File: src/rtl/md_pkg.sv
`default_nettype none
// ============================================================================
// Module  : md_pkg
// Brief   : Encodings shared by the multiply/divide issue controller.
// Revision: 1.0 - initial release
// ============================================================================
package md_pkg;

    localparam logic [3:0] MD_NONE  = 4'd0;
    localparam logic [3:0] MD_MULTU = 4'd1;
    localparam logic [3:0] MD_MULT  = 4'd2;
    localparam logic [3:0] MD_DIVU  = 4'd3;
    localparam logic [3:0] MD_DIV   = 4'd4;
    localparam logic [3:0] MD_MTHI  = 4'd5;
    localparam logic [3:0] MD_MTLO  = 4'd6;
    localparam logic [3:0] MD_MFHI  = 4'd7;
    localparam logic [3:0] MD_MFLO  = 4'd8;

    localparam logic [1:0] OP_MULTU = 2'b00;
    localparam logic [1:0] OP_MULT  = 2'b01;
    localparam logic [1:0] OP_DIVU  = 2'b10;
    localparam logic [1:0] OP_DIV   = 2'b11;

    localparam logic [0:0] ST_IDLE  = 1'b0;
    localparam logic [0:0] ST_RUN   = 1'b1;

    function automatic logic is_md(input logic [3:0] cls);
        return (cls >= MD_MULTU) && (cls <= MD_MFLO);
    endfunction

    function automatic logic is_muldiv(input logic [3:0] cls);
        return (cls >= MD_MULTU) && (cls <= MD_DIV);
    endfunction

    function automatic logic is_mt(input logic [3:0] cls);
        return (cls == MD_MTHI) || (cls == MD_MTLO);
    endfunction

endpackage
`default_nettype wire

File: src/rtl/md_issue_ctrl_if.sv
`default_nettype none
// ============================================================================
// Module  : md_issue_ctrl_if
// Brief   : E-stage / multiply-divide unit handshake bundle.
// Revision: 1.0 - initial release
// ============================================================================
interface md_issue_ctrl_if;

    logic [3:0] e_md_cls;
    logic       e_flush;
    logic       ext_stall;
    logic       busy;
    logic       start;
    logic [1:0] op;
    logic       we;
    logic       hilo;
    logic       stall;
    logic       wd_err;

    modport master (
        output e_md_cls, e_flush, ext_stall, busy,
        input  start, op, we, hilo, stall, wd_err
    );

    modport slave (
        input  e_md_cls, e_flush, ext_stall, busy,
        output start, op, we, hilo, stall, wd_err
    );

endinterface
`default_nettype wire

File: src/rtl/md_issue_ctrl.sv
`default_nettype none
// ============================================================================
// Module  : md_issue_ctrl
// Brief   : E-stage issue control, busy tracking and watchdog for the md unit.
// Revision: 1.0 - initial release
// ============================================================================
module md_issue_ctrl
    import md_pkg::*;
#(
    parameter int MAX_LAT = 12,
    parameter int CNT_W   = 4
) (
    input  wire logic       clk,
    input  wire logic       rst_n,
    md_issue_ctrl_if.slave  md
);

    localparam logic [CNT_W-1:0] c_CNT_LAST = CNT_W'(MAX_LAT - 1);

    logic [0:0]       r_state;
    logic             r_issued;
    logic [CNT_W-1:0] r_cnt;
    logic             r_wd_err;

    logic             w_idle_ok;
    logic             w_start;
    logic             w_we;
    logic [3:0]       w_cls_m1;

    assign w_idle_ok = (r_state == ST_IDLE) && !r_issued && !md.e_flush;
    assign w_start   = is_muldiv(md.e_md_cls) && w_idle_ok;
    assign w_we      = is_mt(md.e_md_cls) && w_idle_ok;
    assign w_cls_m1  = md.e_md_cls - 4'd1;

    assign md.start  = w_start;
    assign md.we     = w_we;
    assign md.op     = w_start ? w_cls_m1[1:0] : OP_MULTU;
    assign md.hilo   = (md.e_md_cls == MD_MTHI) || (md.e_md_cls == MD_MFHI);
    // The Busy=0 cycle in RUN is the completion cycle: Hi/Lo are already valid.
    assign md.stall  = is_md(md.e_md_cls) && (r_state == ST_RUN) && md.busy && !r_issued;
    assign md.wd_err = r_wd_err;

    always_ff @(posedge clk or negedge rst_n) begin
        if (!rst_n) begin
            r_state  <= ST_IDLE;
            r_cnt    <= '0;
            r_wd_err <= 1'b0;
        end else begin
            case (r_state)
                ST_IDLE: begin
                    if (w_start) begin
                        r_state <= ST_RUN;
                        r_cnt   <= '0;
                    end
                end
                ST_RUN: begin
                    if (!md.busy) begin
                        r_state <= ST_IDLE;
                    end else if (r_cnt == c_CNT_LAST) begin
                        r_state  <= ST_IDLE;
                        r_wd_err <= 1'b1;
                    end else begin
                        r_cnt <= r_cnt + 1'b1;
                    end
                end
                default: r_state <= ST_IDLE;
            endcase
        end
    end

    // Remembers that the instruction held in E has already fired.
    always_ff @(posedge clk or negedge rst_n) begin
        if (!rst_n) begin
            r_issued <= 1'b0;
        end else if (md.e_flush || !md.ext_stall) begin
            r_issued <= 1'b0;
        end else if (w_start || w_we) begin
            r_issued <= 1'b1;
        end
    end

endmodule
`default_nettype wire

File: src/flat_wrapper.sv
// flat-port wrapper written by rule: the top's interface ports become plain ports
module md_issue_ctrl_flat import md_pkg::*;
#(
    parameter int MAX_LAT = 12,
    parameter int CNT_W   = 4
)
  (clk, rst_n, md_e_md_cls, md_e_flush, md_ext_stall, md_busy, md_start, md_op, md_we, md_hilo, md_stall, md_wd_err);
  md_issue_ctrl_if md_i ();
  input  wire logic clk;
  input  wire logic rst_n;
  input wire logic [$bits(md_i.e_md_cls)-1:0] md_e_md_cls;
  input wire logic [$bits(md_i.e_flush)-1:0] md_e_flush;
  input wire logic [$bits(md_i.ext_stall)-1:0] md_ext_stall;
  input wire logic [$bits(md_i.busy)-1:0] md_busy;
  output wire logic [$bits(md_i.start)-1:0] md_start;
  output wire logic [$bits(md_i.op)-1:0] md_op;
  output wire logic [$bits(md_i.we)-1:0] md_we;
  output wire logic [$bits(md_i.hilo)-1:0] md_hilo;
  output wire logic [$bits(md_i.stall)-1:0] md_stall;
  output wire logic [$bits(md_i.wd_err)-1:0] md_wd_err;
  assign md_i.e_md_cls = md_e_md_cls;
  assign md_i.e_flush = md_e_flush;
  assign md_i.ext_stall = md_ext_stall;
  assign md_i.busy = md_busy;
  assign md_start = md_i.start;
  assign md_op = md_i.op;
  assign md_we = md_i.we;
  assign md_hilo = md_i.hilo;
  assign md_stall = md_i.stall;
  assign md_wd_err = md_i.wd_err;
  md_issue_ctrl #(.MAX_LAT(MAX_LAT), .CNT_W(CNT_W)) u_core (.clk(clk), .rst_n(rst_n), .md(md_i));
endmodule
File: config.mk
export PLATFORM = sky130hd
export DESIGN_NAME = md_issue_ctrl_flat
export DESIGN_NICKNAME = d
export VERILOG_FILES = /design/src/rtl/md_pkg.sv /design/src/rtl/md_issue_ctrl_if.sv /design/src/rtl/md_issue_ctrl.sv /design/src/flat_wrapper.sv
export SDC_FILE = /design/constraint.sdc
export NUM_CORES = 1
export LEC_CHECK = 0
export ABC_CLOCK_PERIOD_IN_PS = 3000
export CAP_MARGIN = 5
export CORE_AREA = 4 4 41 43
export CTS_CLUSTER_DIAMETER = 150
export CTS_CLUSTER_SIZE = 25
export DETAILED_ROUTE_END_ITERATION = 10
export DIE_AREA = 0 0 45 47
export PLACE_DENSITY = 0.68
export SETUP_SLACK_MARGIN = 0.15
export SYNTH_ARGS = -nofsm -noshare
export SYNTH_HDL_FRONTEND = slang
export SYNTH_SLANG_ARGS = --single-unit
File: constraint.sdc
create_clock -name clk -period 3 [get_ports clk]
set_input_delay 0.3 -clock clk [delete_from_list [all_inputs] [get_ports clk]]
set_output_delay 0.3 -clock clk [all_outputs]
set_load 0.005 [all_outputs]
==> run summary <==
Number of global-route vias before repair: 383
Worst Hold Class: primary input to asynchronous set/reset pin
#FFs+latches synth: 7
Share of layout cells above drive strength 1: 12.86%
I/O Buffers: 15
Post-DR wirelength/cell: 11.49 um
Full die area: 2115 um2
WP buf/inv: 2
Post-synth EDFFs: 0
Final Skew: 0.005312 ns
RSZ-0062 raised after global routing: false
Final Critical Period: 2.575 ns
Slew @ Worst Pin: 0.4943 ns
Sequential share of the synthesized area: 34.48%
Syn avg cell area: 9.961 um2
CP required: 2.70 ns
Reg clk slew, reported paths: 0.05 ns
Area Growth Syn to Fin: 38.42%
Synthesized Nets: 65
Distinct cells, synth: 26
Lkg Pwr: 0.2825 nW
FMAX: 0.3884 GHz
Area contributors post-synth: dfrtp_1, ha_1, o32ai_4, nor2_1, or3_1
Final Max Tran Viols: 0
CP startpoint kind: primary input
CTS tree: yes
Longest Clk Path Bufs: 2
Largest net degree at the start of global routing: 8
Share of the synthesized area in the top cell type: 34.48%
First-pass GRT wire length: 1545 um
Post-CTS Setup Bufs: 0
Initial antenna violation count: 0
Crit-path max cell delay: 0.62 ns
R2R setup slack: 1.52 ns
Critical path's top delay family: buffers and inverters
Fill cells: 119
I/O pin cnt: 16
Die X: 45 um
Slowest cell on the critical path: or4_4
R2R Path End: u_core.r_cnt[0]$_DFFE_PN0P_
Worst Reg-to-Reg Cells: 3
GP Congestion: 0.7191
Worst IR Drop VDD: 0.3078 mV
Cts repair resizes: 0
Prevailing post-synth register cell: dfrtp_1
Initial Util: 39.04%
Gr ovfl total: 0
CP Cell Sequence: clkdlybuf4s50_1 > or4_4 > nor4_1 > clkdlybuf4s50_1
Fin nets: 85
Commonest cells in the netlist: dfrtp_1, ha_1, nor2_1
Count leader, synth: dfrtp_1
RR Startpoint: u_core.r_issued$_DFFE_PN0P_
Fraction of registers with async set/reset: 100.0%
Setup TNS Final: 0 ns
Post-synthesis cell count: 51
Synth Cell Area: 508.0 um2
Post-route ant nets: 0
Max cap viols: 0
Crit-path max FO: 5
Routed vias: 442
GRT Total Usage: 10.45%
Setup crit end kind: primary output
Vias per std cell: 5.200
Fin crit share: 85.82%
Hold Vio Cnt, Final: 0
Drt drc: 0
Total CTS buffers: 3
FP Rows: 13
CORE AREA: 1301 um2
Status: complete, no violations
Clock sink count: 7
Iteration-0 DRC Markers: 7
Synth warn: 0
WP data arrival: 2.27 ns
Antenna Cells: 0
Slew margin rel.: 66.98%
Pwr Density: 400.4 nW/um2
WHS: 0.3023 ns
Synth area leader: dfrtp_1
CP most frequent cell: clkdlybuf4s50_1
Total Wirelength: 977 um
Worst skew pair latency: 0.25 ns
Final setup violation count: 0
H-tree Lvls: 1
Hold buffer count at CTS: 0
Die H: 47 um
Post-detail-place hpwl: 790.8 um
Worst Setup Path Type: primary input to primary output
DR pass1 iterations: 4
CTS Root Cell: clkbuf_4
per-layer routing:
metal,track usage (%),routed length [um],vias to the layer above
met3,5.747,65,0
met2,14.97,453,14
met4,3.509,0,0
met5,0,0,-
met1,13.32,457,200
li1,-,-,228
stage by stage:
| step | power (W) | worst slack [ns] | utilization (%) | cell area [um2] | instances |
|---|---|---|---|---|---|
| 3_5_place_dp | 0.0001985 | 0.3960 | 52.02 | 676.9 | 81 |
| 2_1_floorplan | 0.0001673 | 1.426 | - | 508.0 | 51 |
| 5_1_grt | 0.0003027 | 0.2365 | 54.04 | 703.2 | 85 |
| 3_3_place_gp | 0.0001963 | 0.4425 | 52.02 | 676.9 | 81 |
| 6_report | 0.0002815 | 0.4253 | 54.04 | 703.2 | 85 |
| 4_1_cts | 0.0002845 | 0.3911 | 54.04 | 703.2 | 85 |
cell usage in the layout (no fill, tap or decap), types with 2 or more instances in the layout:
| cell type | count |
|---|---|
| nand2_1 | 2 |
| nor4_1 | 2 |
| nand2b_1 | 2 |
| o21ai_0 | 3 |
| or3_1 | 3 |
| nand3_1 | 2 |
| clkdlybuf4s50_1 | 15 |
| a21oi_1 | 2 |
| nor2_1 | 5 |
| clkbuf_4 | 3 |
| dfrtp_1 | 7 |
| ha_1 | 5 |
| inv_1 | 3 |
kinds of logic (layout without fill, tap and decap cells):
kind of cell	after synthesis	in the layout	synth area share, %
AO/OA/AOI/OAI	11	11	18.47
flip-flops	7	7	34.48
AND/OR/NAND/NOR	25	25	32.51
buffers and inverters	3	22	2.217
adder cells (fa/ha/maj)	5	5	12.32
final cells by class:
cell class                 count  area (um2)  area share [%]
multi-input combinational     41       321.6           45.73
tap                           15       18.77           2.669
timing repair buffer          15       150.1           21.35
sequential                     7       175.2           24.91
clock buffer                   4       26.28           3.737
inverter                       3       11.26           1.601
how the worst max path moves through the flow:
stage	end	from	cells past startpoint
floorplan	md_op[0]	u_core.r_issued$_DFFE_PN0P_	2
global placement	md_op[1]	md_e_md_cls[3]	4
detailed placement	md_op[1]	md_e_md_cls[3]	4
CTS	md_op[1]	md_e_md_cls[3]	4
global route	md_stall	md_e_md_cls[0]	7
finish	md_op[1]	md_e_md_cls[3]	4
flip-flops by register name, indices dropped and copies added, names as in the netlist:
| signal | flops |
|---|---|
| u_core.r_issued | 1 |
| u_core.r_cnt | 4 |
| u_core.md.wd_err | 1 |
| u_core.r_state | 1 |
report_power, final:
part           switching [W]  total [W]  internal, W
combinational      0.0000345  0.0000751    0.0000407
clock              0.0000332  0.0000839    0.0000507
sequential         0.0000130   0.000122     0.000109
Note: power is estimated with default switching activity, not from simulation.
==> patch: new RTL, config.mk and constraints unchanged <==
`CNT_W` is set to 4 in 2 places; all go to 5.
--- a/src/rtl/md_issue_ctrl.sv
+++ b/src/rtl/md_issue_ctrl.sv
@@ -10,3 +10,3 @@
     parameter int MAX_LAT = 12,
-    parameter int CNT_W   = 4
+    parameter int CNT_W   = 5
 ) (
--- a/src/flat_wrapper.sv
+++ b/src/flat_wrapper.sv
@@ -4,3 +4,3 @@
     parameter int MAX_LAT = 12,
-    parameter int CNT_W   = 4
+    parameter int CNT_W   = 5
 )
Check against the original RTL: same outputs for any inputs over 10 cycles, from zero or initial values and one cycle with rst_n low; that may be too few to reach the edited logic, so the function may still have changed.
==> patch against the original RTL <==
Wire length is 25% higher. Power increased by 3.5%. Final area up 5.5%. Worst hold slack better by 0.018 ns. Sequential cell count increased by 1. Area after synthesis increased by 6.7%. Setup slack worse by 0.055 ns. Highest routed layer is now met4.
==> patch: results (changes against the original RTL) <==
CTS Buf Count = 3 (unchanged)
PortBufs = 15 (unchanged)
outcome = finished, final reports clean
worst skew pair latency = 0.25 ns (about the same)
initial antenna violation count = 0 (unchanged)
Fin Clk Skew = 0.00871 ns (+0.00339 ns)
Setup crit start = md_e_md_cls[0]
Hold Crit Class = in -> async
Clock Root Buffer = clkbuf_4
Reg with most FFs = u_core.r_cnt
sequential area share after synthesis = 37.0% (+2.5 points)
worst r2r src = u_core.r_cnt[0]
vias in the first global route = 457 (+19%)
Yosys top cell area share = 37.0% (+2.5 points)
Residual DRC = 0 (unchanged)
H-tree levels = 1 (unchanged)
vias per cell = 5.29 (+1.6%)
GRT Util Overall = 13.9% (+3.4 points)
Max stage delay on crit path = 0.51 ns (-0.11 ns)
syn_nets = 71 (+9.2%)
top post-synthesis cells by count = dfrtp_1, nor2_1, ha_1, o21ai_0, nand2_1
Critical Path Slowest Stage Cell = clkdlybuf4s50_1
Synth area leaders = dfrtp_1, ha_1, a2111oi_4
clock buffer depth = 2 (unchanged)
CP Capture Point = md_op[1]
Setup Slack @ Placement = 0.321 ns (-0.0748 ns)
Worst R2R Path Depth = 4 (+1)
Reg clk slew, reported paths = 0.05 ns (about the same)
worst r2r dst = u_core.r_cnt[2]
first-pass GRT wire length = 2080 microns (+34%)
Achievable Freq = 380 MHz (-2.1%)
GP Congestion = 0.710 (-1.3%)
asr flop ratio synth = 100% (unchanged)
Worst IR Drop VDD = 0.000340 V (+11%)
Yosys cell types = 25 (-3.8%)
layout cells sized above 1 = 13.2% (+0.30 points)
Max-slew headroom = 74.3% (+7.3 points)
CP Max Fanout = 4 (-1)
number of flops mapped to enable cells by yosys = 0 (unchanged)
wire length per cell = 13.4 microns (+17%)
postcts setup bufs = 0 (unchanged)
filler instances = 129 (+8.4%)
crit path DAT = 2.33 ns (+0.06 ns)
Starting DRT DRC Count = 6 (-1)
R2R Setup Slk = 1.22 ns (-0.30 ns)
max reg flops = 5 (+1)
TritonRoute pass-1 iters = 4 (unchanged)
DP HPWL = 1010 microns (+28%)
largest net degree at the start of global routing = 9 (+1)
NumNets Final = 92 (+8.2%)
P_leak = 0.303 nW (+7.1%)
hold_ws = 0.320 ns (+0.0182 ns)
patch: through the flow:
step | util (%) | total power (W) | instance area [sq um] | std cells
after floorplan | - | 0.000176 | 542 | 57
after global placement | 55.2 | 0.000208 | 718 | 88
after detailed placement | 55.2 | 0.000212 | 718 | 88
after CTS | 56.9 | 0.000294 | 741 | 91
after global routing | 57.0 | 0.000314 | 742 | 91
final | 57.0 | 0.000291 | 742 | 91
patch: kinds of logic (layout without fill, tap and decap cells):
kind of cell	Yosys count	count (layout)	share of synthesized area (%)
flip-flops	8	8	37.0
adder cells (fa/ha/maj)	5	5	11.5
buffers and inverters	3	22	2.08
AND/OR/NAND/NOR	28	28	30.7
AO/OA/AOI/OAI	13	13	18.7
patch: where the power goes:
part | internal, W | leakage, nW | switching [W]
sequential | 0.000123 | 0.109 | 0.0000148
combinational | 0.0000391 | 0.180 | 0.0000345
clock | 0.0000456 | 0.0138 | 0.0000346
patch: layout make-up:
class,instances,area [sq um],area share (%)
clock buffer,3,22.5,3.04
sequential,8,200,27.0
inverter,3,11.3,1.52
multi-input combinational,46,332,44.7
tap,15,18.8,2.53
timing repair buffer,16,158,21.2
patch: metal layers:
metal,global-route usage [%],wire length [microns],up-vias
met2,21.2,556,10
met3,7.28,81,2
met5,0,0,-
li1,-,-,247
met4,1.75,8,0
met1,18.0,573,222
